[config.mk]
export PLATFORM = sky130hd
export DESIGN_NAME = alu_req_arbiter
export DESIGN_NICKNAME = d
export VERILOG_FILES = /design/src/rtl/alu_req_arbiter.sv
export SDC_FILE = /design/constraint.sdc
export NUM_CORES = 1
export LEC_CHECK = 0
export ABC_AREA = 0
export BUFFER_PORTS_ARGS = -buffer_cell sky130_fd_sc_hd__buf_2
export CAP_MARGIN = 20
export CORE_AREA = 2 2 240 242
export CTS_BUF_LIST = sky130_fd_sc_hd__clkbuf_8
export CTS_CLUSTER_SIZE = 8
export DETAILED_ROUTE_END_ITERATION = 8
export DIE_AREA = 0 0 242 244
export GPL_TIMING_DRIVEN = 0
export PLACE_DENSITY = 0.54
export SETUP_SLACK_MARGIN = 0.3
export SYNTH_ARGS = -nofsm -noshare
export SYNTH_HDL_FRONTEND = slang
export SYNTH_SLANG_ARGS = --single-unit
export TNS_END_PERCENT = 1
[constraint.sdc]
create_clock -name clk -period 9.95 [get_ports clk]
set_input_delay 1.99 -clock clk [delete_from_list [all_inputs] [get_ports clk]]
set_output_delay 1.99 -clock clk [all_outputs]
set_load 0.01 [all_outputs]
[src/rtl/alu_req_arbiter.sv]
// Round-robin arbiter sharing one registered, one-cycle-latency ALU between two requesters.
// Optional ALU_OP_CHECK_EN: illegal opcodes (>9) are answered immediately with an error response.
module alu_req_arbiter #(
  parameter int DATA_W  = 64,
  parameter int OP_W    = 4,
  parameter int SHAMT_W = 5
) (
  input  logic               clk,
  input  logic               reset,
  input  logic               req0_valid,
  output logic               req0_ready,
  input  logic [DATA_W-1:0]  req0_a,
  input  logic [DATA_W-1:0]  req0_b,
  input  logic [OP_W-1:0]    req0_op,
  input  logic [SHAMT_W-1:0] req0_shift,
  input  logic               req1_valid,
  output logic               req1_ready,
  input  logic [DATA_W-1:0]  req1_a,
  input  logic [DATA_W-1:0]  req1_b,
  input  logic [OP_W-1:0]    req1_op,
  input  logic [SHAMT_W-1:0] req1_shift,
  output logic               rsp0_valid,
  input  logic               rsp0_ready,
  output logic [DATA_W-1:0]  rsp0_data,
  output logic               rsp0_err,
  output logic               rsp1_valid,
  input  logic               rsp1_ready,
  output logic [DATA_W-1:0]  rsp1_data,
  output logic               rsp1_err,
  output logic [DATA_W-1:0]  alu_a,
  output logic [DATA_W-1:0]  alu_b,
  output logic [OP_W-1:0]    alu_op,
  output logic [SHAMT_W-1:0] alu_shift,
  input  logic [DATA_W-1:0]  alu_out,
  output logic               busy
);

  typedef enum logic [1:0] {IDLE, EXEC, CAPT} state_t;

  state_t              state_q;
  logic                last_q;
  logic                owner_q;
  logic [DATA_W-1:0]   alu_a_q, alu_b_q;
  logic [OP_W-1:0]     alu_op_q;
  logic [SHAMT_W-1:0]  alu_shift_q;
  logic [1:0]          rsp_valid_q, rsp_valid_d;
  logic [DATA_W-1:0]   rsp_data_q [2];

  logic [1:0]          elig;
  logic                grant_any, grant_sel, illegal, issue;
  logic [DATA_W-1:0]   sel_a, sel_b;
  logic [OP_W-1:0]     sel_op;
  logic [SHAMT_W-1:0]  sel_shift;

  // Eligibility looks at the registered buffer state, so a same-cycle drain does not re-open the port.
  assign elig      = {req1_valid & ~rsp_valid_q[1], req0_valid & ~rsp_valid_q[0]};
  assign grant_any = (state_q == IDLE) && (elig != 2'b00);
  assign grant_sel = (&elig) ? ~last_q : elig[1];

  assign sel_a     = grant_sel ? req1_a     : req0_a;
  assign sel_b     = grant_sel ? req1_b     : req0_b;
  assign sel_op    = grant_sel ? req1_op    : req0_op;
  assign sel_shift = grant_sel ? req1_shift : req0_shift;

`ifdef ALU_OP_CHECK_EN
  assign illegal = (sel_op > OP_W'(9));
`else
  assign illegal = 1'b0;
`endif
  assign issue = grant_any & ~illegal;

  assign rsp_valid_d = rsp_valid_q & ~{rsp1_ready, rsp0_ready};

  always_ff @(posedge clk or posedge reset) begin
    if (reset) begin
      state_q     <= IDLE;
      last_q      <= 1'b1;
      owner_q     <= 1'b0;
      alu_a_q     <= '0;
      alu_b_q     <= '0;
      alu_op_q    <= '0;
      alu_shift_q <= '0;
      rsp_valid_q <= '0;
      for (int n = 0; n < 2; n++) rsp_data_q[n] <= '0;
    end else begin
      rsp_valid_q <= rsp_valid_d;
      case (state_q)
        IDLE: begin
          if (grant_any) last_q <= grant_sel;
          if (issue) begin
            alu_a_q     <= sel_a;
            alu_b_q     <= sel_b;
            alu_op_q    <= sel_op;
            alu_shift_q <= sel_shift;
            owner_q     <= grant_sel;
            state_q     <= EXEC;
          end else if (grant_any && illegal) begin
            rsp_valid_q[grant_sel] <= 1'b1;
            rsp_data_q[grant_sel]  <= '0;
          end
        end
        EXEC: state_q <= CAPT;
        CAPT: begin
          // Owner's buffer is known empty here: it could not have been granted otherwise.
          rsp_valid_q[owner_q] <= 1'b1;
          rsp_data_q[owner_q]  <= alu_out;
          state_q              <= IDLE;
        end
        default: state_q <= IDLE;
      endcase
    end
  end

`ifdef ALU_OP_CHECK_EN
  logic [1:0] rsp_err_q;
  always_ff @(posedge clk or posedge reset) begin
    if (reset) begin
      rsp_err_q <= '0;
    end else if (state_q == IDLE && grant_any && illegal) begin
      rsp_err_q[grant_sel] <= 1'b1;
    end else if (state_q == CAPT) begin
      rsp_err_q[owner_q] <= 1'b0;
    end
  end
  assign rsp0_err = rsp_err_q[0];
  assign rsp1_err = rsp_err_q[1];
`else
  assign rsp0_err = 1'b0;
  assign rsp1_err = 1'b0;
`endif

  assign req0_ready = grant_any & ~grant_sel;
  assign req1_ready = grant_any &  grant_sel;
  assign rsp0_valid = rsp_valid_q[0];
  assign rsp1_valid = rsp_valid_q[1];
  assign rsp0_data  = rsp_data_q[0];
  assign rsp1_data  = rsp_data_q[1];
  assign alu_a      = alu_a_q;
  assign alu_b      = alu_b_q;
  assign alu_op     = alu_op_q;
  assign alu_shift  = alu_shift_q;
  assign busy       = (state_q != IDLE);

endmodule

==> flow_summary.json, run 1 <==
{
  "boundaryPins": 616,
  "cts_hold_buf": 0,
  "power.density_nw_per_um2": 345,
  "synth-simple-area-share_pct": 9.15,
  "max_cap_violations": 0,
  "synth_top_cells_by_count": "dfrtp_1 (270), mux2_2 (128), a221o_1 (96), and3_1 (96), clkbuf_1 (64)",
  "synth_compound_area_share_pct": 16.4,
  "drive_above_1_share_pct": 54.5,
  "start_util_pct": 20.8,
  "switching_power_mw": 2.23,
  "htreeDepth": 2,
  "synthToLayoutAreaGrowth_pct": 44.8,
  "worst_setup_path_start_kind": "input port",
  "die-area_sq_um": 59000,
  "irDropWorstVdd_mv": 0.156,
  "gr-usage-all-layers_pct": 16.0,
  "seq_area_frac_synth_pct": 58.1,
  "power_leakage_nw": 8.51,
  "antenna_found_initial": 21,
  "syn-instance-count": 875,
  "layout_min_cycle_time_ns": 5.72,
  "grt_max_degree": 127,
  "yosysUniqueCellTypes": 26,
  "clkPwrFrac_pct": 20.3,
  "post_cts_resized": 0,
  "ys_ff_latch": 271,
  "synth_xor_area_share_pct": 0,
  "synth-edff-count": 0,
  "r2r_end": "alu_b[7]",
  "hold_path_class": "flop to flop",
  "cts_setup_buffers": 0,
  "fillers": 5962,
  "slew_headroom_pct": 45.8,
  "nets": 1888,
  "core-area_sq_um": 56200,
  "synthMuxAreaShare_pct": 12.3,
  "gp_congestion": 0.951,
  "synth_top_area_share_pct": 57.9,
  "multiInputGateArea_sq_um": 4440,
  "finalHoldViolCount": 0,
  "hold_start": "rsp1_data[8]",
  "via_count": 10800,
  "status": "complete, no violations",
  "crit_slowest_cell": "nor3_4",
  "grt_pass1_wl_um": 72300,
  "yosys.area.top_type": "dfrtp_1",
  "mappedNetlistArea_sq_um": 11700,
  "detailed_place_hpwl_um": 38000,
  "grt_overflow": 0,
  "worstReg2RegStart": "rsp_valid_q[1]",
  "clk_latency_ns": 0.62,
  "setup_violations": 0,
  "drt_first_iter_violations": 479,
  "grt_setup_unrepaired": "no",
  "ys_top_cells_by_area": "dfrtp_1 (58%), mux2_2 (12%), a221o_1 (8.2%)",
  "num_rows": 87,
  "cts-root-buf": "clkbuf_8",
  "clkSlewWorstSetupHoldPaths_ns": 0.05,
  "netSwitchingFraction_pct": 38.3,
  "timing.fmax_mhz": 175,
  "min_path_cells": 1,
  "cp_cell_sequence": "buf_2, nand2b_1, clkbuf_1, nor3_4, clkbuf_1, buf_2",
  "drt_first_pass_iters": 5,
  "async_reset_ff_share_pct": 100,
  "routed_wl_um": 49200,
  "regArea_sq_um": 6780,
  "grt_pass1_vias": 11400,
  "antenna_left": 0,
  "combPwrFrac_pct": 45.6,
  "cts_made_buffers": 51,
  "arrival_ns": 3.73,
  "finalCritPeriodShare_pct": 57.5,
  "slew_violations": 0,
  "pwr-share-seq_pct": 34.0,
  "cp.required_ns": 7.96,
  "hold_end": "rsp1_data[8]",
  "die_y_um": 244,
  "avgRoutedWirePerCell_um": 20.9,
  "crit_buf_inv": 4,
  "drc_errors": 0,
  "synth-adder-area-share_pct": 0,
  "clk_path_buf_depth": 3,
  "worst_setup_path_end_kind": "primary output",
  "cts_sinks": 271,
  "internal_power_mw": 3.60,
  "path_class": "input port to primary output",
  "slowest_delay_ns": 0.56,
  "whs_ns": 0.498,
  "r2r_cells": 6,
  "yosysWarnings": 0,
  "skew_ns": 0.0356,
  "synth_top_family_by_area": "compound AO/OA/AOI/OAI gates",
  "port_buffers": 613,
  "cts_tree": "yes",
  "power.total_mw": 5.83,
  "worst_slew_pin_slew_ns": 0.813,
  "fin_tns_setup_ns": 0,
  "worstPathMaxFanout": 10,
  "die_w_um": 242,
  "synth_flop_cell": "dfrtp_1",
  "cpLargestDelayFamily": "buffers and inverters",
  "via_per_inst": 4.58,
  "r2r_setup_slack_ns": 7.30,
  "synthMostInstantiatedCell": "dfrtp_1",
  "synth_area_per_cell_sq_um": 13.3
}
-- flip-flops by register name (all words and copies together), names as in the netlist --
| register | cells |
|---|---|
| rsp_valid_q | 2 |
| alu_op | 4 |
| rsp0_data | 64 |
| rsp1_data | 64 |
| owner_q | 1 |
| alu_a | 64 |
| alu_b | 64 |
| alu_shift | 5 |
| state_q | 2 |
| last_q | 1 |
-- worst register-to-register path: cells and delay by family, from the launching register on --
kind | cells | cell delay [ns]
DFF | 1 | 0.40
buffers and inverters | 3 | 1.04
and+or+nand+nor | 2 | 1.01
AOI/OAI and AO/OA | 1 | 0.14
-- worst max-delay path by stage --
stage | startpoint | end | slack [ns] | cells past startpoint
finish | req0_valid | req0_ready | 4.23 | 6
global route | req0_valid | req0_ready | 4.12 | 6
CTS | req0_valid | req0_ready | 4.18 | 6
detailed placement | req0_valid | req0_ready | 4.19 | 6
global placement | reset | alu_a[34] | -3.05 | 2
floorplan | reset | alu_a[0] | 0.49 | 1
-- cells by family after synthesis --
kind of cell | Yosys count
flops | 271
compound gates | 224
simple gates | 149
mux | 128
buf+inv | 102
other cells | 1
-- power groups by stage --
stage,logic [mW],clock network [mW],registers [mW]
after floorplan,1.29,0,2.22
after global placement,2.67,0,1.97
after detailed placement,2.69,0,1.99
after CTS,2.70,1.24,1.98
after global routing,2.88,1.28,2.05
final,2.66,1.19,1.98
-- layer usage --
layer | up-vias | global-route usage, % | wire length [um]
met5 | - | 0 | 69
met1 | 5410 | 18.2 | 19100
met4 | 14 | 6.23 | 1400
li1 | 4768 | - | -
met3 | 95 | 6.49 | 4750
met2 | 487 | 26.8 | 23900
-- cell type report --
type | count | area share [%]
antenna | 13 | 0.192
buffer | 98 | 2.63
clock buffer | 67 | 5.46
clock inverter | 23 | 1.13
inverter | 4 | 0.133
multi-input combinational | 503 | 26.3
sequential | 271 | 40.1
tap | 756 | 5.60
timing repair buffer | 615 | 18.5
-- cells in the final DEF, fill, tap and decap left out, types with 3 or more instances in the layout --
cell type	netlist	routed
buf_2	25	638
dfrtp_1	270	270
mux2_2	128	128
and3_1	96	96
a221o_1	96	96
clkbuf_8	0	67
clkbuf_1	64	64
and3b_1	42	42
o21ai_0	42	42
a221oi_1	41	41
a2bb2oi_1	41	41
diode_2	0	13
inv_1	3	10
clkinv_2	0	9
buf_6	5	5
a21o_1	4	4
bufinv_16	0	3
-- metrics by stage --
step           cell area, sq um  cells  util, %  worst slack, ns
2_1_floorplan             11700    876        -            0.495
3_3_place_gp              15700   2245     27.9            -3.05
3_5_place_dp              15800   2247     28.0             4.19
4_1_cts                   16900   2337     30.0             4.18
5_1_grt                   16900   2349     30.1             4.12
6_report                  16900   2350     30.1             4.23
Note: power is estimated with default switching activity, not from simulation.
==> run 2, diff against run 1 <==
Clock period 9.95 ns to 5.18 ns, I/O delays scaled along.
==> flow_summary.json, run 2 (synthesis gave the netlist of run 1 again) <==
{
  "slew_violations": 0,
  "clk_path_buf_depth": 3,
  "start_util_pct": 20.8,
  "post_cts_resized": 0,
  "die_w_um": 242,
  "path_class": "flop to primary output",
  "irDropWorstVdd_mv": 0.313,
  "max_cap_violations": 0,
  "finalHoldViolCount": 0,
  "cts_made_buffers": 51,
  "via_count": 10700,
  "placed_area_sq_um": 15800,
  "grt_overflow": 0,
  "setup_violations": 0,
  "nets": 1893,
  "hold_path_class": "input port to async pin",
  "fin_tns_setup_ns": 0,
  "grt_max_degree": 43,
  "worst_setup_path_start_kind": "flop",
  "power_leakage_nw": 8.50,
  "cts_hold_buf": 0,
  "power.density_nw_per_um2": 649,
  "cts-root-buf": "clkbuf_8",
  "cp.required_ns": 4.14,
  "die-area_sq_um": 59000,
  "regArea_sq_um": 6780,
  "drt_first_pass_iters": 4,
  "boundaryPins": 616,
  "detailed_place_hpwl_um": 37500,
  "cts_tree": "yes",
  "layout_common_cells": "buf_2 (638), dfrtp_1 (270), mux2_2 (128)",
  "cts_sinks": 271,
  "gr-usage-all-layers_pct": 15.7,
  "core-area_sq_um": 56200,
  "cts_setup_buffers": 0,
  "die_y_um": 244,
  "skew_ns": 0.0246,
  "final_common_cell": "buf_2",
  "finalCritPeriodShare_pct": 78.3,
  "multiInputGateArea_sq_um": 4440,
  "drc_errors": 0,
  "avgRoutedWirePerCell_um": 20.4,
  "htreeDepth": 2,
  "worstPathMaxFanout": 10,
  "antenna_found_initial": 18,
  "timing.fmax_mhz": 247,
  "gp_congestion": 0.972,
  "finalInstanceArea_sq_um": 16800,
  "whs_ns": 0.422,
  "grt_setup_unrepaired": "no",
  "drive_above_1_share_pct": 53.5,
  "busiest_layer": "met2",
  "r2r_setup_slack_ns": 2.53,
  "met2_usage_pct": 25.9,
  "arrival_ns": 3.02,
  "use_met3_pct": 5.96,
  "clkSlewWorstSetupHoldPaths_ns": 0.06,
  "grt_pass1_wl_um": 71900,
  "slew_headroom_pct": 50.7,
  "drt_first_iter_violations": 471,
  "fillers": 5919,
  "layout_min_cycle_time_ns": 4.06,
  "port_buffers": 613,
  "routed_wl_um": 48000,
  "status": "complete, no violations",
  "grt_pass1_vias": 11400,
  "via_per_inst": 4.56,
  "worst_setup_path_end_kind": "primary output",
  "synthToLayoutAreaGrowth_pct": 44.0,
  "clk_latency_ns": 0.62,
  "antenna_left": 0,
  "met1_usage_pct": 18.8,
  "num_rows": 87,
  "worst_slew_pin_slew_ns": 0.739
}
run 2: cell count changes in the layout (fill, tap and decap cells not counted):
cell and delta:
clkbuf_8 -6, inv_6 +1, diode_2 -1, bufinv_16 -3
inv_8 -2, buf_16 -2, inv_1 +15, buf_12 +7
clkinv_2 -9
run 2: power breakdown:
| group | internal [mW] | total (mW) | switching, mW |
|---|---|---|---|
| Sequential | 3.21 | 3.83 | 0.610 |
| Clock | 1.05 | 1.97 | 0.924 |
| Combinational | 2.40 | 5.10 | 2.70 |
run 2: critical path, cell delays in order (launching register included):
cell and delay [ns]:
dfrtp_1 0.39, clkbuf_1 0.55, nor3b_1 0.16, nor3_4 0.54, clkbuf_1 0.52, buf_2 0.24
run 2: layout make-up:
class	count	share of cell area (%)
clock inverter	25	0.610
inverter	4	0.112
clock buffer	61	4.99
buffer	98	2.64
timing repair buffer	620	19.1
multi-input combinational	503	26.4
tap	756	5.63
sequential	271	40.4
antenna	12	0.179
run 2: path summary, 6_finish.rpt:
| kind | start | endpoint | depth (start not counted) |
|---|---|---|---|
| max in group asynchronous | reset | alu_a[13] | 6 |
| max | rsp_valid_q[1] | req0_ready | 5 |
| min in group clk | rsp1_data[6] | rsp1_data[6] | 1 |
| max reg2reg | rsp_valid_q[1] | alu_b[11] | 6 |
| min reg2reg | rsp1_data[6] | rsp1_data[6] | 1 |
| min | reset | rsp1_data[45] | 2 |
run 2: stage by stage:
stage	util (%)	setup WS, ns	std cells	power [mW]
4_1_cts	29.9	0.933	2338	11.0
3_3_place_gp	27.9	-1.27	2245	8.90
5_1_grt	29.9	0.887	2346	11.6
6_report	29.9	1.12	2350	10.9
2_1_floorplan	-	0.563	876	6.73
3_5_place_dp	28.2	1.31	2252	8.98
run 2: metal layers:
metal  part of all wire [%]  up-vias
li1                       -     4774
met1                     40     5358
met2                     48      476
met3                    8.9       94
met4                    2.6       18
met5                   0.23        -
==> run 3, diff against run 2 <==
Clock period 5.18 ns to 3.3 ns, I/O delays scaled along.
==> flow_summary.json, run 3 (synthesis gave the netlist of run 1 again) <==
{
  "port_buffers": 613,
  "slew_violations": 0,
  "fillers": 5923,
  "irDropWorstVdd_mv": 0.491,
  "clk_path_buf_depth": 3,
  "grt_overflow": 0,
  "fin_util_pct": 30.0,
  "worstReg2RegStart": "rsp_valid_q[1]",
  "drt_first_pass_iters": 5,
  "grt_max_degree": 43,
  "core-area_sq_um": 56200,
  "skew_ns": 0.0219,
  "gp_congestion": 0.972,
  "worstPathMaxFanout": 10,
  "via_per_inst": 4.56,
  "worst_slew_pin_slew_ns": 0.739,
  "hold_path_class": "input port to flop",
  "grt_setup_unrepaired": "yes",
  "die_y_um": 244,
  "clk_latency_ns": 0.61,
  "worst_setup_path_start_kind": "flop",
  "gr-usage-all-layers_pct": 15.7,
  "antenna_found_initial": 18,
  "setup_violations": 0,
  "path_class": "flop to primary output",
  "drt_first_iter_violations": 457,
  "slew_headroom_pct": 50.7,
  "final_common_cell": "buf_2",
  "clkSlewWorstSetupHoldPaths_ns": 0.06,
  "num_rows": 87,
  "r2r_setup_slack_ns": 0.83,
  "worst_setup_path_end_kind": "primary output",
  "timing.fmax_mhz": 349,
  "boundaryPins": 616,
  "whs_ns": 0.242,
  "grt_pass1_wl_um": 71900,
  "nets": 1895,
  "antenna_left": 0,
  "placed_area_sq_um": 15800,
  "hold_start": "rsp1_ready",
  "layout_min_cycle_time_ns": 2.86,
  "power.density_nw_per_um2": 1020,
  "detailed_place_hpwl_um": 37500,
  "cp.required_ns": 2.64,
  "start_util_pct": 20.8,
  "arrival_ns": 2.20,
  "die-area_sq_um": 59000,
  "avgRoutedWirePerCell_um": 20.4,
  "crit_start": "rsp_valid_q[0]",
  "htreeDepth": 2,
  "cts_sinks": 271,
  "finalHoldViolCount": 0,
  "power_leakage_nw": 8.51,
  "status": "complete, no violations",
  "cts-root-buf": "clkbuf_8",
  "max_cap_violations": 0,
  "via_count": 10700,
  "grt_pass1_vias": 11400,
  "layout_common_cells": "buf_2 (639), dfrtp_1 (269), mux2_2 (128)",
  "finalInstanceArea_sq_um": 16800,
  "die_w_um": 242,
  "finalCritPeriodShare_pct": 86.7,
  "synthToLayoutAreaGrowth_pct": 44.2,
  "cts_made_buffers": 51,
  "routed_wl_um": 48000,
  "cts_tree": "yes",
  "drc_errors": 0,
  "drive_above_1_share_pct": 53.8
}
[run 3: report_power, final]
group | total [mW] | switching, mW | internal [mW]
clock network | 3.09 | 1.45 | 1.65
logic | 8.02 | 4.25 | 3.78
registers | 6.00 | 0.958 | 5.05
total | 17.1 | 6.65 | 10.5
[run 3: through the flow]
stage,TNS (ns),cells,power [mW],setup slack (ns)
final,0,2350,17.1,0.437
after global routing,0,2348,18.3,0.280
after CTS,0,2340,17.4,0.200
after detailed placement,0,2252,14.1,0.134
after global placement,-736.57,2245,14.0,-2.78
after floorplan,-253.97,876,10.6,-0.941
[run 3: area by class of cell]
class	instances	area [sq um]	share of cell area [%]
diodes	10	25.0	0.149
plain buffers	98	449	2.67
clock buffers	61	840	4.99
clock inverters	25	103	0.610
inverters	4	18.8	0.111
multi-input cells	503	4440	26.4
flip-flops and latches	271	6780	40.3
well taps	756	946	5.62
repair buffers	622	3230	19.2
[run 3: routing by layer]
layer	vias to the layer above	global-route usage [%]	part of all wire (%)
met4	18	5.28	2.6
met3	94	5.96	9.0
met1	5334	18.8	40
li1	4769	-	-
met5	-	0	0.23
met2	497	25.9	48
[run 3: worst max-delay path, stage by stage, from the launching register on]
cell and delay (ns):
dfrtp_2 0.47, nand2b_1 0.16, clkbuf_1 0.22, nor3_4 0.30, clkbuf_4 0.28, buf_2 0.16
[run 3: final timing paths]
path | end | depth (start not counted)
setup / recovery | req0_ready | 5
hold / removal | rsp_valid_q[1] | 2
setup reg to reg | alu_b[11] | 6
hold reg to reg | rsp0_data[53] | 1
max in group asynchronous | alu_a[13] | 7
min in group asynchronous | rsp1_data[45] | 3
[run 3: repair_timing]
action | in CTS | in global routing
buffers inserted | 1 | 0
pin swaps | 1 | 1
endpoints found under the hold margin | 13 | 0
hold buffers | 1 | 0
endpoints found under the setup margin | 2 | 2
resized for setup | 3 | 4
